==> src/rtl/capture_seq.sv <==
// capture_seq: sample-buffer sequencer between the trigger/sampler path and
// the sample RAM / transmitter.
//   - While armed, writes samples into the RAM as a ring buffer.
//   - After run_i, counts dly_cnt post-trigger samples and then stops writing.
//   - Streams min(rd_cnt, 2**DEPTH) words to the transmitter, newest first.
// Ports:
//   clk_i, rst_i            clock, synchronous active-high reset
//   set_cnt_i, cmd_i        latch count fields: [15:0] read, [31:16] delay
//   arm_i, run_i, stb_i     start capture, trigger level, sample strobe
//   we_o, addr_o            RAM write enable and address
//   tx_rdy_i, tx_stb_o      transmitter idle / latch-read-data pulse
//   tx_sel_o                high while this block owns the transmitter
//   busy_o, done_o          not-idle flag, readout-complete pulse
module capture_seq #(
  parameter int unsigned DEPTH = 5,
  parameter int unsigned CW    = 18
) (
  input  logic             clk_i,
  input  logic             rst_i,
  input  logic             set_cnt_i,
  input  logic [31:0]      cmd_i,
  input  logic             arm_i,
  input  logic             run_i,
  input  logic             stb_i,
  output logic             we_o,
  output logic [DEPTH-1:0] addr_o,
  input  logic             tx_rdy_i,
  output logic             tx_stb_o,
  output logic             tx_sel_o,
  output logic             busy_o,
  output logic             done_o
);

  localparam int unsigned NWORDS    = 2 ** DEPTH;
  localparam logic [CW-1:0] NWORDS_CW = CW'(NWORDS);
  localparam logic [CW-1:0] CNT_RST   = CW'(4);

  typedef enum logic [2:0] {
    ST_IDLE, ST_FILL, ST_DELAY, ST_FETCH, ST_SEND, ST_ADV
  } state_t;

  state_t           state_q, state_d;
  logic [DEPTH-1:0] wptr_q, wptr_d;
  logic [DEPTH-1:0] rptr_q, rptr_d;
  logic [CW-1:0]    dcnt_q, dcnt_d;
  logic [CW-1:0]    rem_q, rem_d;
  logic [CW-1:0]    rd_cnt_q, rd_cnt_d;
  logic [CW-1:0]    dly_cnt_q, dly_cnt_d;
  logic [CW-1:0]    rd_snap_q, rd_snap_d;
  logic [CW-1:0]    dly_snap_q, dly_snap_d;
  logic             done_q, done_d;

  logic [CW-1:0]    cmd_rd_scaled, cmd_dly_scaled, rd_eff;
  logic             we_c, tx_stb_c, readout_c;

  // Count fields are stored pre-scaled: (field + 1) * 4.
  assign cmd_rd_scaled  = CW'({17'(cmd_i[15:0])  + 17'd1, 2'b00});
  assign cmd_dly_scaled = CW'({17'(cmd_i[31:16]) + 17'd1, 2'b00});

  // Readout never exceeds the buffer size.
  assign rd_eff = (rd_snap_q > NWORDS_CW) ? NWORDS_CW : rd_snap_q;

  // Next-state and datapath updates.
  always_comb begin
    state_d    = state_q;
    wptr_d     = wptr_q;
    rptr_d     = rptr_q;
    dcnt_d     = dcnt_q;
    rem_d      = rem_q;
    rd_cnt_d   = rd_cnt_q;
    dly_cnt_d  = dly_cnt_q;
    rd_snap_d  = rd_snap_q;
    dly_snap_d = dly_snap_q;
    done_d     = 1'b0;
    we_c       = 1'b0;
    tx_stb_c   = 1'b0;

    if (set_cnt_i) begin
      rd_cnt_d  = cmd_rd_scaled;
      dly_cnt_d = cmd_dly_scaled;
    end

    unique case (state_q)
      ST_IDLE: begin
        if (arm_i) begin
          state_d    = ST_FILL;
          wptr_d     = '0;
          dcnt_d     = '0;
          rd_snap_d  = rd_cnt_q;
          dly_snap_d = dly_cnt_q;
        end
      end
      ST_FILL: begin
        we_c = stb_i;
        if (arm_i) begin
          // Re-arm restarts the ring from address 0.
          wptr_d     = '0;
          dcnt_d     = '0;
          rd_snap_d  = rd_cnt_q;
          dly_snap_d = dly_cnt_q;
        end else begin
          if (stb_i) wptr_d = wptr_q + DEPTH'(1);
          if (run_i) begin
            state_d = ST_DELAY;
            // A sample written in the trigger cycle is the first delay sample.
            dcnt_d  = stb_i ? CW'(1) : '0;
          end
        end
      end
      ST_DELAY: begin
        we_c = stb_i;
        if (stb_i) begin
          wptr_d = wptr_q + DEPTH'(1);
          dcnt_d = dcnt_q + CW'(1);
          if (dcnt_q + CW'(1) == dly_snap_q) begin
            state_d = ST_FETCH;
            rptr_d  = wptr_q;
            rem_d   = rd_eff;
          end
        end
      end
      ST_FETCH: state_d = ST_SEND;
      ST_SEND: begin
        if (tx_rdy_i) begin
          tx_stb_c = 1'b1;
          rem_d    = rem_q - CW'(1);
          rptr_d   = rptr_q - DEPTH'(1);
          state_d  = ST_ADV;
        end
      end
      ST_ADV: begin
        if (rem_q == '0) begin
          state_d = ST_IDLE;
          done_d  = 1'b1;
        end else begin
          state_d = ST_FETCH;
        end
      end
      default: state_d = ST_IDLE;
    endcase
  end

  // State and datapath registers.
  always_ff @(posedge clk_i) begin
    if (rst_i) begin
      state_q    <= ST_IDLE;
      wptr_q     <= '0;
      rptr_q     <= '0;
      dcnt_q     <= '0;
      rem_q      <= '0;
      rd_cnt_q   <= CNT_RST;
      dly_cnt_q  <= CNT_RST;
      rd_snap_q  <= CNT_RST;
      dly_snap_q <= CNT_RST;
      done_q     <= 1'b0;
    end else begin
      state_q    <= state_d;
      wptr_q     <= wptr_d;
      rptr_q     <= rptr_d;
      dcnt_q     <= dcnt_d;
      rem_q      <= rem_d;
      rd_cnt_q   <= rd_cnt_d;
      dly_cnt_q  <= dly_cnt_d;
      rd_snap_q  <= rd_snap_d;
      dly_snap_q <= dly_snap_d;
      done_q     <= done_d;
    end
  end

  assign readout_c = (state_q == ST_FETCH) || (state_q == ST_SEND) || (state_q == ST_ADV);

  // Reset suppresses strobes in its own cycle so an abort issues no more writes or sends.
  assign we_o     = we_c & ~rst_i;
  assign tx_stb_o = tx_stb_c & ~rst_i;
  assign tx_sel_o = readout_c;
  assign busy_o   = (state_q != ST_IDLE);
  assign done_o   = done_q;
  assign addr_o   = readout_c ? rptr_q : wptr_q;

endmodule

==> config.mk <==
export PLATFORM = sky130hd
export DESIGN_NAME = capture_seq
export DESIGN_NICKNAME = d
export VERILOG_FILES = /design/src/rtl/capture_seq.sv
export SDC_FILE = /design/constraint.sdc
export NUM_CORES = 1
export LEC_CHECK = 0
export CORE_ASPECT_RATIO = 0.5
export CORE_MARGIN = 8
export CORE_UTILIZATION = 51
export CTS_CLUSTER_SIZE = 40
export DETAILED_ROUTE_END_ITERATION = 10
export PLACE_DENSITY = 0.82
export SYNTH_ARGS = -nofsm -noshare
export SYNTH_HDL_FRONTEND = slang
export SYNTH_SLANG_ARGS = --single-unit
==> constraint.sdc <==
create_clock -name clk_i -period 3.35 [get_ports clk_i]
set_input_delay 0.67 -clock clk_i [delete_from_list [all_inputs] [get_ports clk_i]]
set_output_delay 0.67 -clock clk_i [all_outputs]
set_load 0.005 [all_outputs]
Yosys cells after proc, flatten, opt, wreduce, memory -nomap -nowiden

Index checks and enable logic that the tools add are counted.

Bits of input ports: 39
Register bits: 114

Bitwise logic cells: 4
Mux-type cells: 32
Add/subtract/negate cells: 6
Reductions and logical operators: 15
Eq/ne operators: 13
Order comparisons: 1

Operators with widths:

| cell                  | number |
|---|---|
| $mux 18               | 8 |
| $pmux 18 s3           | 1 |
| $pmux 18 s2           | 1 |
| $mux 5                | 7 |
| $add 16x1->16 const B | 2 |
| $add 18x1->18 const B | 1 |
| $eq 18x18->1          | 1 |
| $gt 18x6->1 const B   | 1 |
| $logic_not 18->1      | 1 |
| $mux 3                | 6 |
| $pmux 3 s6            | 1 |
| $sub 18x1->18 const B | 1 |
| $pmux 5 s3            | 1 |
| $ne 2x2->1 const B    | 6 |
| $pmux 5 s2            | 1 |
| $reduce_and 4->1      | 2 |
| $eq 3x2->1 const B    | 2 |
| $eq 3x3->1 const B    | 2 |
| $reduce_and 6->1      | 1 |
| $reduce_bool 3->1     | 2 |
| $reduce_or 2->1       | 3 |
| $add 5x1->5 const B   | 1 |
| $mux 1                | 5 |
| $sub 5x1->5 const B   | 1 |
| 9 further kinds       | 13 |

Depth between registers and ports, before layout

Depth after elaboration: 5
Gate-level depth with buffers: 12
Mapped depth without buffers: 9

Least setup slack after synthesis

No wires, ideal clock.

Path kind: register to register
From: reg dcnt_q[0]
To: reg rptr_q[0]
Stages on the path, launching flop included: 11
Data required time: 3.218 ns
Slack: 0.541 ns
Path buffers: 1
Clock period less this slack: 2.809 ns
Arrival: 2.677 ns
Library setup time: 0.132 ns
Path through: dfxtp_1 -> ha_1 -> nand3_1 -> nor4_1 -> xnor2_1 -> o211ai_1 -> or4_4 -> or3_1 -> buf_6 -> a41oi_1 -> o311ai_1

Longest elaborated chain between the ends: 4

Ends and longest elaborated chain:

| what                              | RTL line | RTL |
|---|---|---|
| from (decl)                       | 45       | `logic [CW-1:0] dcnt_q, dcnt_d;` |
| from (signal assigned)            | 160      | `dcnt_q <= dcnt_d;` |
| $add 18x1->18                     | 115      | `if (dcnt_q + CW'(1) == dly_snap_q) begin` |
| $eq 18x18->1                      | 115      |  |
| $ne 2x2->1 (no source line)       | -        |  |
| $reduce_and 4->1 (no source line) | -        |  |
| to (signal assigned)              | 159      | `rptr_q <= rptr_d;` |
| to (decl)                         | 44       | `logic [DEPTH-1:0] rptr_q, rptr_d;` |

No other way between the ends.
A chain may end at the register's enable or synchronous reset.

Worst setup path after layout

From: reg dcnt_q[0]
To: reg rem_q[12]

Longest elaborated chain between the ends: 4

Ends and longest elaborated chain:

| what                              | RTL line | RTL |
|---|---|---|
| $add 18x1->18                     | 115      |  |
| $eq 18x18->1                      | 115      |  |
| $ne 2x2->1 (no source line)       | -        |  |
| $reduce_and 4->1 (no source line) | -        |  |
| to (signal assigned)              | 161      | `rem_q <= rem_d;` |
| to (decl)                         | 46       | `logic [CW-1:0] rem_q, rem_d;` |

No other way between the ends.

==> metrics.csv <==
stage,metric,value,unit
placed_design,I/O Buffers,48,
placed_design,Post-DP Area,6490,um2
timing,min Tclk post-route,3.17,ns
clock_network,CTS hold repair buffers,0,
worst_hold_path,hold_sp,rd_cnt_q[12]$_SDFFE_PP0P_,
timing,Clock Skew,0.00620,ns
layout,"final std cell area, no fill",7140,um2
placed_design,gpl congestion,0.903,
detailed_routing,DRC viols,0,
detailed_routing,per-cell routed wire length,15.1,um
setup_path,CP max FO,17,
worst_hold_path,Worst Hold Depth,2,
clock_network,clk sinks,114,
clock_network,H-Tree Level Count,4,
detailed_routing,DRT Pass-1 Iters,5,
synth,asr flop ratio synth,0,
setup_path,crit path from,dcnt_q[0]$_SDFFE_PP0P_,
global_route,global-route wire length before repair,24600,um
timing,Slew Limit Fails,0,
clock_network,Post-CTS Setup Bufs,0,
floorplanning,Core ar.,11600,um2
setup_path,flop2flop setup slack,0.18,ns
global_route,initial antenna violation count,0,
detailed_routing,ANT nets after route,0,
setup_path,WS Path Type,reg -> reg,
timing,fmax,315,MHz
synth,mean area per synthesized cell,7.94,um2
detailed_routing,wire length on met2,6560,um
setup_path,Startpoint Class,register,
synth,post-synthesis register bit count,114,
worst_hold_path,Hold Path End,rd_snap_q[12]$_SDFFE_PP0P_,
setup_path,WP data required,3.60,ns
synth,Post-synth top flop,dfxtp_1,
timing,worst-margin pin slew,0.994,ns
worst_hold_path,min-delay worst type,reg -> reg,
detailed_routing,vias post-DR,5576,
synth,Post-synth EDFFs,0,
synth,Synth Instances,752,
timing,Setup TNS,0,ns
floorplanning,Initial Util,0.514,
global_route,largest net degree at the start of global routing,80,
setup_path,Reg2Reg Depth,9,
power_and_ir_drop,power density cells,523,nW/um2
floorplanning,Die Wd,169,um
clock_network,maximum buffer depth of the clock tree,2,
global_route,GR Util All Layers,0.190,
layout,multi-input logic area,3370,um2
status,outcome,finished clean,
synth,most common cell in the synthesized netlist,dfxtp_1,
detailed_routing,Metal-1 WL,7070,um
layout,nets@finish,828,
synth,"Seq/Total Area, Yosys",0.382,
synth,synth warn,0,
clock_network,Clock Root Buffer,clkbuf_16,
timing,final setup vio count,0,
synth,cell accounting for the most synthesized area,dfxtp_1,
placed_design,DP HPWL,9770,um
synth,Synth top cells by count,"114 x dfxtp_1, 102 x nand2_1, 72 x nor2_1",
layout,diodes inserted,0,
timing,Final Hold Violating Endpoints,0,
timing,unrepaired setup endpoints after global routing,no,
synth,netlist area before placement,5970,um2
synth,Post-Syn Nets,797,
setup_path,Reg-to-Reg Start,dcnt_q[0]$_SDFFE_PP0P_,
synth,synth top area cells,"dfxtp_1 38%, nand2_1 6.4%, a21oi_1 5.9%",
layout,Reg area,2280,um2
clock_network,worst-skew pair later-pin latency,0.41,ns
timing,relative slew slack,0.331,
global_route,number of global-route vias before repair,5180,
floorplanning,IO Pins,49,
detailed_routing,top layer in use,met4,
clock_network,cts repair resizes,0,
detailed_routing,met3 WL,769,um
layout,Area Overhead vs Synth,19.5,%
floorplanning,total die area,15600,um2
layout,Post-Route Utilization,0.614,
layout,fraction of layout cells with a size suffix above 1,0.0868,
clock_network,CTS tree,done,
clock_network,cts bufs inserted,17,
detailed_routing,DRT iter0 DRCs,468,
power_and_ir_drop,Leakage,2.59,nW
setup_path,CP arrival,3.42,ns
synth,post-synth top area share,0.382,
floorplanning,Die Span Y,92.5,um
global_route,total gr overflow,0,
detailed_routing,WL final,14500,um
floorplanning,FP Rows,28,
detailed_routing,vias per inst,5.81,
setup_path,Setup crit end kind,register,
setup_path,reg-to-reg endpoint,rem_q[12]$_SDFFE_PP0P_,
run,MaxCap Viol Count,0,
clock_network,Clock Pin Slew Worst Setup and Hold Paths,0.05,ns
timing,fin crit share,0.947,
synth,Cell variety after synth,66,
power_and_ir_drop,maximum VDD drop,0.000366,V
layout,# fillers,1000,
-- where the power goes --
| part | internal, mW | switching, mW | leakage (nW) |
|---|---|---|---|
| Sequential | 1.41 | 0.0403 | 0.930 |
| Combinational | 0.149 | 0.195 | 1.35 |
| Clock | 1.32 | 0.621 | 0.309 |
| Total | 2.88 | 0.856 | 2.59 |
-- critical path: stages (launching register included) --
cell and delay [ns]:
dfxtp_1 0.42, ha_2 0.27, and3_1 0.20, nand3_1 0.20, a2111oi_1 0.45, o211ai_1 0.13
or4_4 0.47, or3_1 0.50, nand2_4 0.24, a311oi_1 0.13
-- worst max path at each step --
stage                                   to  slack (ns)  depth (start not counted)
floorplan           rptr_q[0]$_SDFFE_PP0P_        0.54                         10
global placement    rptr_q[0]$_SDFFE_PP0P_        0.25                          9
detailed placement  rem_q[12]$_SDFFE_PP0P_        0.18                          9
CTS                 rem_q[12]$_SDFFE_PP0P_        0.14                          9
global route        rem_q[12]$_SDFFE_PP0P_        0.01                          9
finish              rem_q[12]$_SDFFE_PP0P_        0.18                          9
-- cell type report --
| class | instances | share of cell area |
|---|---|---|
| Inverter | 17 | 0.00894 |
| Timing Repair Buffer | 62 | 0.0810 |
| Tap cell | 165 | 0.0289 |
| Multi-Input combinational cell | 571 | 0.472 |
| Clock buffer | 23 | 0.0684 |
| Sequential cell | 114 | 0.320 |
| Clock inverter | 8 | 0.0210 |
-- metal layers --
layer	vias up	track usage
li1	2759	-
met1	2618	0.253
met2	184	0.302
met3	15	0.0369
met4	0	0.0710
met5	-	0
-- cell families (layout without fill, tap and decap cells) --
kind of cell | Yosys count | after routing | share of synthesized area
AND/OR/NAND/NOR | 316 | 316 | 0.260
AO/OA/AOI/OAI | 186 | 186 | 0.194
flip-flops | 114 | 114 | 0.382
buffers and inverters | 67 | 110 | 0.0555
XOR/XNOR | 55 | 55 | 0.0806
multiplexers | 8 | 8 | 0.0145
adder cells (fa/ha/maj) | 6 | 6 | 0.0126
-- through the flow --
stage,cells,hold slack (ns),worst slack (ns),power [mW]
6_report,960,0.451,0.179,3.73
5_1_grt,960,0.466,0.00963,3.86
4_1_cts,960,0.454,0.138,3.75
3_5_place_dp,929,0.446,0.182,1.81
3_3_place_gp,929,0.441,0.250,1.81
2_1_floorplan,752,0.431,0.541,1.69
-- flip-flops by register name (all words and copies together) (netlist names), 3 cells and up --
signal	cells
state_q	3
wptr_q	5
dcnt_q	18
rd_cnt_q	16
dly_cnt_q	16
rptr_q	5
rd_snap_q	16
rem_q	18
dly_snap_q	16
-- placed cells by master, fill, tap and decap left out, types with 5 or more instances in the layout --
| cell type | n |
|---|---|
| nand4_1 | 12 |
| nor2b_1 | 5 |
| nand3b_1 | 7 |
| nor4_1 | 8 |
| nand2b_1 | 6 |
| mux2_2 | 5 |
| xnor2_1 | 25 |
| buf_4 | 15 |
| dfxtp_1 | 114 |
| a21oi_1 | 70 |
| clkdlybuf4s50_1 | 46 |
| nand2_1 | 102 |
| ha_1 | 5 |
| a31oi_1 | 15 |
| a311oi_1 | 6 |
| nor3_1 | 21 |
| or3_1 | 16 |
| nor2_1 | 72 |
| and3_1 | 10 |
| xor2_1 | 30 |
| inv_1 | 17 |
| a211oi_1 | 38 |
| nand3_1 | 32 |
| o21ai_0 | 30 |
| clkbuf_16 | 17 |
(Power assumes the default switching activity.)
